==> src/rtl/vending_controller_if.sv <==
// Handshake bundle between the vending controller and its coin acceptors,
// dispenser and refund mechanism. The master modport is the controller side.
interface vending_controller_if #(
  parameter int CREDIT_W = 3
);
  // valid/ready: a transfer happens on a rising edge where both are 1. A
  // producer holds valid (and its payload) stable until it sees ready.
  logic                io_coin0_valid;
  logic                io_coin0_ready;
  logic                io_coin1_valid;
  logic                io_coin1_ready;
  logic                io_cancel;
  logic                io_dispense_valid;
  logic                io_dispense_ready;
  logic                io_refund_valid;
  logic                io_refund_ready;
  logic [CREDIT_W-1:0] io_refund_amount;
  logic [CREDIT_W-1:0] io_credit;
  logic [7:0]          io_vend_count;
  logic [1:0]          dbg_state;
  logic                dbg_rr_ptr;

  modport master (
    input  io_coin0_valid, io_coin1_valid, io_cancel,
           io_dispense_ready, io_refund_ready,
    output io_coin0_ready, io_coin1_ready, io_dispense_valid,
           io_refund_valid, io_refund_amount, io_credit, io_vend_count,
           dbg_state, dbg_rr_ptr
  );

  modport slave (
    output io_coin0_valid, io_coin1_valid, io_cancel,
           io_dispense_ready, io_refund_ready,
    input  io_coin0_ready, io_coin1_ready, io_dispense_valid,
           io_refund_valid, io_refund_amount, io_credit, io_vend_count,
           dbg_state, dbg_rr_ptr
  );
endinterface

==> src/rtl/vending_controller.sv <==
// Vending controller: round-robin coin arbitration into a credit register,
// then one dispense handshake at PRICE or one refund handshake on cancel.
module vending_controller #(
  parameter int PRICE    = 4,
  parameter int CREDIT_W = 3
) (
  input  logic                  clk,
  input  logic                  reset,
  vending_controller_if.master  bus
);
  typedef enum logic [1:0] {
    ACCEPT   = 2'd0,
    DISPENSE = 2'd1,
    REFUND   = 2'd2
  } state_t;

  localparam logic [CREDIT_W-1:0] PRICE_C = CREDIT_W'(PRICE);
  localparam logic [CREDIT_W-1:0] ONE_C   = CREDIT_W'(1);

  state_t              state, state_n;
  logic [CREDIT_W-1:0] credit, credit_n;
  logic                rr_ptr, rr_ptr_n;
  logic [7:0]          vend_count, vend_count_n;
  logic                grant0, grant1;

  always_ff @(posedge clk or posedge reset) begin
    if (reset) begin
      state      <= ACCEPT;
      credit     <= '0;
      rr_ptr     <= 1'b0;
      vend_count <= '0;
    end else begin
      state      <= state_n;
      credit     <= credit_n;
      rr_ptr     <= rr_ptr_n;
      vend_count <= vend_count_n;
    end
  end

  always_comb begin
    state_n             = state;
    credit_n            = credit;
    rr_ptr_n            = rr_ptr;
    vend_count_n        = vend_count;
    grant0              = 1'b0;
    grant1              = 1'b0;
    bus.io_coin0_ready  = 1'b0;
    bus.io_coin1_ready  = 1'b0;
    case (state)
      ACCEPT: begin
        if (bus.io_cancel) begin
          // A cancel with no credit is simply dropped for this cycle.
          if (credit != '0) state_n = REFUND;
        end else if (credit < PRICE_C) begin
          grant0 = bus.io_coin0_valid && (!bus.io_coin1_valid || !rr_ptr);
          grant1 = bus.io_coin1_valid && (!bus.io_coin0_valid ||  rr_ptr);
          bus.io_coin0_ready = grant0 && !reset;
          bus.io_coin1_ready = grant1 && !reset;
          if (grant0 || grant1) begin
            credit_n = credit + ONE_C;
            rr_ptr_n = grant0;
            if (credit + ONE_C == PRICE_C) state_n = DISPENSE;
          end
        end
      end
      DISPENSE: begin
        if (bus.io_dispense_ready) begin
          credit_n     = '0;
          vend_count_n = vend_count + 8'd1;
          state_n      = ACCEPT;
        end
      end
      REFUND: begin
        if (bus.io_refund_ready) begin
          credit_n = '0;
          state_n  = ACCEPT;
        end
      end
      default: state_n = ACCEPT;
    endcase
  end

  assign bus.io_dispense_valid = (state == DISPENSE);
  assign bus.io_refund_valid   = (state == REFUND);
  assign bus.io_refund_amount  = (state == REFUND) ? credit : '0;
  assign bus.io_credit         = credit;
  assign bus.io_vend_count     = vend_count;
  assign bus.dbg_state         = state;
  assign bus.dbg_rr_ptr        = rr_ptr;
endmodule

==> src/flat_wrapper.sv <==
// flat-port wrapper written by rule: the top's interface ports become plain ports
module vending_controller_flat 
#(
  parameter int PRICE    = 4,
  parameter int CREDIT_W = 3
)
  (clk, reset, bus_io_coin0_valid, bus_io_coin1_valid, bus_io_cancel, bus_io_dispense_ready, bus_io_refund_ready, bus_io_coin0_ready, bus_io_coin1_ready, bus_io_dispense_valid, bus_io_refund_valid, bus_io_refund_amount, bus_io_credit, bus_io_vend_count, bus_dbg_state, bus_dbg_rr_ptr);
  vending_controller_if #(.CREDIT_W(CREDIT_W)) bus_i ();
  input  logic clk;
  input  logic reset;
  input wire logic [$bits(bus_i.io_coin0_valid)-1:0] bus_io_coin0_valid;
  input wire logic [$bits(bus_i.io_coin1_valid)-1:0] bus_io_coin1_valid;
  input wire logic [$bits(bus_i.io_cancel)-1:0] bus_io_cancel;
  input wire logic [$bits(bus_i.io_dispense_ready)-1:0] bus_io_dispense_ready;
  input wire logic [$bits(bus_i.io_refund_ready)-1:0] bus_io_refund_ready;
  output wire logic [$bits(bus_i.io_coin0_ready)-1:0] bus_io_coin0_ready;
  output wire logic [$bits(bus_i.io_coin1_ready)-1:0] bus_io_coin1_ready;
  output wire logic [$bits(bus_i.io_dispense_valid)-1:0] bus_io_dispense_valid;
  output wire logic [$bits(bus_i.io_refund_valid)-1:0] bus_io_refund_valid;
  output wire logic [$bits(bus_i.io_refund_amount)-1:0] bus_io_refund_amount;
  output wire logic [$bits(bus_i.io_credit)-1:0] bus_io_credit;
  output wire logic [$bits(bus_i.io_vend_count)-1:0] bus_io_vend_count;
  output wire logic [$bits(bus_i.dbg_state)-1:0] bus_dbg_state;
  output wire logic [$bits(bus_i.dbg_rr_ptr)-1:0] bus_dbg_rr_ptr;
  assign bus_i.io_coin0_valid = bus_io_coin0_valid;
  assign bus_i.io_coin1_valid = bus_io_coin1_valid;
  assign bus_i.io_cancel = bus_io_cancel;
  assign bus_i.io_dispense_ready = bus_io_dispense_ready;
  assign bus_i.io_refund_ready = bus_io_refund_ready;
  assign bus_io_coin0_ready = bus_i.io_coin0_ready;
  assign bus_io_coin1_ready = bus_i.io_coin1_ready;
  assign bus_io_dispense_valid = bus_i.io_dispense_valid;
  assign bus_io_refund_valid = bus_i.io_refund_valid;
  assign bus_io_refund_amount = bus_i.io_refund_amount;
  assign bus_io_credit = bus_i.io_credit;
  assign bus_io_vend_count = bus_i.io_vend_count;
  assign bus_dbg_state = bus_i.dbg_state;
  assign bus_dbg_rr_ptr = bus_i.dbg_rr_ptr;
  vending_controller #(.PRICE(PRICE), .CREDIT_W(CREDIT_W)) u_core (.clk(clk), .reset(reset), .bus(bus_i));
endmodule
==> config.mk <==
export PLATFORM = sky130hd
export DESIGN_NAME = vending_controller_flat
export DESIGN_NICKNAME = d
export VERILOG_FILES = /design/src/rtl/vending_controller_if.sv /design/src/rtl/vending_controller.sv /design/src/flat_wrapper.sv
export SDC_FILE = /design/constraint.sdc
export NUM_CORES = 1
export LEC_CHECK = 0
export ABC_AREA = 1
export ABC_CLOCK_PERIOD_IN_PS = 1600
export BUFFER_PORTS_ARGS = -buffer_cell sky130_fd_sc_hd__buf_2
export CORE_MARGIN = 5
export CORE_UTILIZATION = 25
export DETAILED_ROUTE_END_ITERATION = 8
export GPL_ROUTABILITY_DRIVEN = 0
export PLACE_DENSITY = 0.55
export SLEW_MARGIN = 20
export SYNTH_ARGS = -nofsm -noshare
export SYNTH_HDL_FRONTEND = slang
export SYNTH_SLANG_ARGS = --single-unit
export TNS_END_PERCENT = 50
==> constraint.sdc <==
create_clock -name clk -period 1.6 [get_ports clk]
set_input_delay 0.32 -clock clk [delete_from_list [all_inputs] [get_ports clk]]
set_output_delay 0.32 -clock clk [all_outputs]
set_load 0.03 [all_outputs]
==> results.py <==
metrics = {
    "synth": {
        "synth_area_per_cell_um2": 7.26,
        "synth-async-reset-ratio": 1.00,
        "synthXorXnorAreaFrac": 0.0368,
        "synth-edff-count": 0,
        "synthesis.area_um2": 951,
        "post-synth-top-area-fraction": 0.368,
        "synth_area_leader_cell": "dfrtp_1",
        "syn-num-nets": 147,
        "synth_compound_area_frac": 0.0211,
        "ys_seq_area_frac": 0.368,
        "post_synth_most_frequent_cells": "nand2_1, inv_1, dfrtp_1, nor2_1, ha_1",
        "synth_adder_area_share": 0.118,
        "ys_seq_elements": 14,
        "synth_simple_gate_area_share": 0.361,
        "yosys_warnings": 0,
        "syn_inst": 131,
        "synth_top_family_by_area": "simple AND/OR/NAND/NOR gates",
        "ys.flop_type": "dfrtp_1",
        "ys_types": 17,
        "synth_mux_area_frac": 0,
        "yosysMostFrequentCell": "nand2_1",
        "ys_top_cells_by_area": "dfrtp_1, nand2_1, ha_1",
    },
    "clock_network": {
        "clockBufferDepth": 2,
        "h_tree_levels": 1,
        "ctsRootBufferMaster": "clkbuf_8",
        "cts_tree": "done",
        "clock_sink_count": 14,
        "clock_latency_ns": 0.24,
        "total_clock_buffers_created_by_cts": 3,
        "clk_pin_slew_ns": 0.06,
    },
    "global_route": {
        "grt_overflow": 0,
        "number_of_global_route_vias_before_repair": 781,
        "grt_pass1_wl_mm": 3.59,
        "number_of_antenna_violations_at_the_first_check_in_global_routing": 0,
        "grt_use_total": 0.0875,
        "largest_net_degree_at_the_start_of_global_routing": 15,
    },
    "worst_setup_path": {
        "r2r.worst_path.cells": 9,
        "cp_data_required_time_ns": 1.28,
        "rr_startpoint": "u_core.bus.dbg_state[1]$_DFFE_PP0P_",
        "critPathCaptureType": "primary output",
        "worst_setup_path_category": "flip-flop to primary output",
        "worst_path_dominant_cell_family": "flip-flops",
        "worst-path-max-fanout": 5,
        "critPathSlowestCell": "dfrtp_2",
        "reg2reg_setup_slack_ns": 0.13,
        "critical_path.cell_chain": "inv_2, ha_2, nand2_1, inv_1, clkbuf_4",
        "crit_buf_inv": 3,
        "arrival_ns": 1.26,
        "critPathMaxStageDelay_ns": 0.41,
        "worst_r2r_end": "u_core.bus.dbg_state[0]$_DFFE_PP0P_",
        "cp-start-kind": "flip-flop",
    },
    "route": {
        "avgRoutedWirePerCell_um": 10.3,
        "detailroute.via_count": 895,
        "via_to_cell_ratio": 4.18,
        "final_antenna_net_count": 0,
        "drt_drc_violations_left": 0,
        "dr.first_iter.drc_count": 25,
        "finalWirelength_mm": 2.21,
        "drt_pre_antenna_iters": 4,
    },
    "floorplanning": {
        "ioPinCount": 28,
        "starting_density": 0.260,
        "fp.coreArea_um2": 3660,
        "rows": 22,
        "fp.dieArea_um2": 5140,
        "die_width_um": 71.7,
        "die_height_um": 71.7,
    },
    "min_path": {
        "hold_class": "input pin to asynchronous set/reset pin",
    },
    "place": {
        "placedInstanceArea_um2": 1160,
        "port_buffer_count": 27,
        "dp_hpwl_mm": 1.66,
    },
    "timing": {
        "finalHoldViolations": 0,
        "grt_setup_unrepaired": "yes",
        "worst_case_headroom_to_the_max_slew_limit": 0.788,
        "fin_crit_sh": 0.989,
        "tightest_slew_ns": 0.316,
        "final-setup-viol-count": 0,
        "timing_max_transition_violations_final": 0,
        "final_period_minus_worst_setup_slack_ns": 1.58,
        "finalHoldWorstSlack_ns": 0.161,
        "fmaxAchievable_mhz": 632,
        "worst_clock_skew_ns": 0.00139,
    },
    "pwr": {
        "peakVddDrop_v": 0.000383,
        "power_uw": 2300,
        "power-per-cell-area_nw_per_um2": 1760,
        "power_leakage_uw": 0.000750,
    },
    "layout": {
        "finalNetCount": 183,
        "layout-drive-gt1-share": 0.325,
        "design_area_um2": 1310,
        "area_growth_pct": 37.5,
        "diodes": 0,
    },
    "outcome": {
        "outcome": "complete, no violations",
    },
    "flow_run": {
        "drv.max_cap_violation_count": 0,
    },
}
[how the worst max path moves through the flow]
stage,from,endpoint,cells past startpoint
2_1_floorplan,u_core.bus.dbg_state[1]$_DFFE_PP0P_,bus_io_coin0_ready,4
3_3_place_gp,u_core.bus.dbg_state[1]$_DFFE_PP0P_,bus_io_coin0_ready,5
3_5_place_dp,u_core.bus.dbg_state[1]$_DFFE_PP0P_,bus_io_coin1_ready,5
4_1_cts,u_core.bus.dbg_state[1]$_DFFE_PP0P_,bus_io_dispense_valid,4
5_1_grt,u_core.bus.dbg_state[0]$_DFFE_PP0P_,bus_io_refund_amount[1],5
6_report,u_core.bus.dbg_state[0]$_DFFE_PP0P_,bus_io_refund_amount[1],5
[logic make-up after synthesis]
family	count (synthesis)
AOI/OAI and AO/OA	4
xor gates and xnor gates	4
DFF	14
adders and majority gates	9
and+or+nand+nor	76
buffers and inverters	24
[layout by cell type, fill, tap and decap left out]
master	instances
nand2_1	45
buf_2	21
inv_1	20
dfrtp_1	12
nor2_1	8
nand4_1	7
ha_1	6
buf_4	6
nand3_1	5
inv_2	4
clkbuf_8	4
xor2_1	3
o21ai_0	3
nor2_2	3
buf_6	3
nor2_4	2
nand2_2	2
ha_2	2
dfrtp_2	2
o21ai_1	1
nand3_2	1
nand3b_1	1
xnor2_1	1
nor3_4	1
nand3_4	1
ha_4	1
clkbuf_4	1
[state kept, by name, indices dropped and copies added (netlist names)]
register,cells
u_core.bus.io_credit,3
u_core.bus.io_vend_count,8
u_core.bus.dbg_rr_ptr,1
u_core.bus.dbg_state,2
[metal layers]
layer  up-vias  global-route usage  routed length, µm  share of wire
met5         -                   0                  0              0
met4         0              0.0376                 29          0.013
met3         2              0.0238                142          0.064
met2        19               0.137               1020           0.46
met1       400               0.113               1010           0.46
li1        474                   -                  -              -
[cell type report]
class / instances / area [µm²]
tap: 48 / 60.1
inverter: 24 / 90.1
timing repair buffer: 31 / 191
fill: 392 / 2350
clock buffer: 4 / 55.1
sequential: 14 / 353
multi-input combinational: 93 / 558
[tightest hold or removal path, cell delays in order]
cell   delay [ns]
buf_2        0.10
inv_1        0.11
buf_4        0.24
[through the flow]
| step | util | worst slack (ns) | TNS, ns | cells |
|---|---|---|---|---|
| 6_report | 0.357 | 0.0177 | 0 | 214 |
| 5_1_grt | 0.357 | -0.0454 | -0.124 | 214 |
| 4_1_cts | 0.344 | 0.000350 | 0 | 214 |
| 3_5_place_dp | 0.316 | 0.137 | 0 | 207 |
| 3_3_place_gp | 0.316 | 0.153 | 0 | 207 |
| 2_1_floorplan | - | -0.0657 | -0.213 | 131 |
[timing repair]
action,in CTS,in global routing
gates resized for setup,9,15
hold buffers,0,0
endpoints found under the hold margin,0,0
pin swaps,1,2
buffers inserted,3,0
setup endpoints to repair,6,10
[power by group]
part | switching [µW] | internal (µW)
combinational | 844 | 466
sequential | 157 | 478
clock | 136 | 218
total | 1140 | 1160
Note: power is estimated with default switching activity, not from simulation.
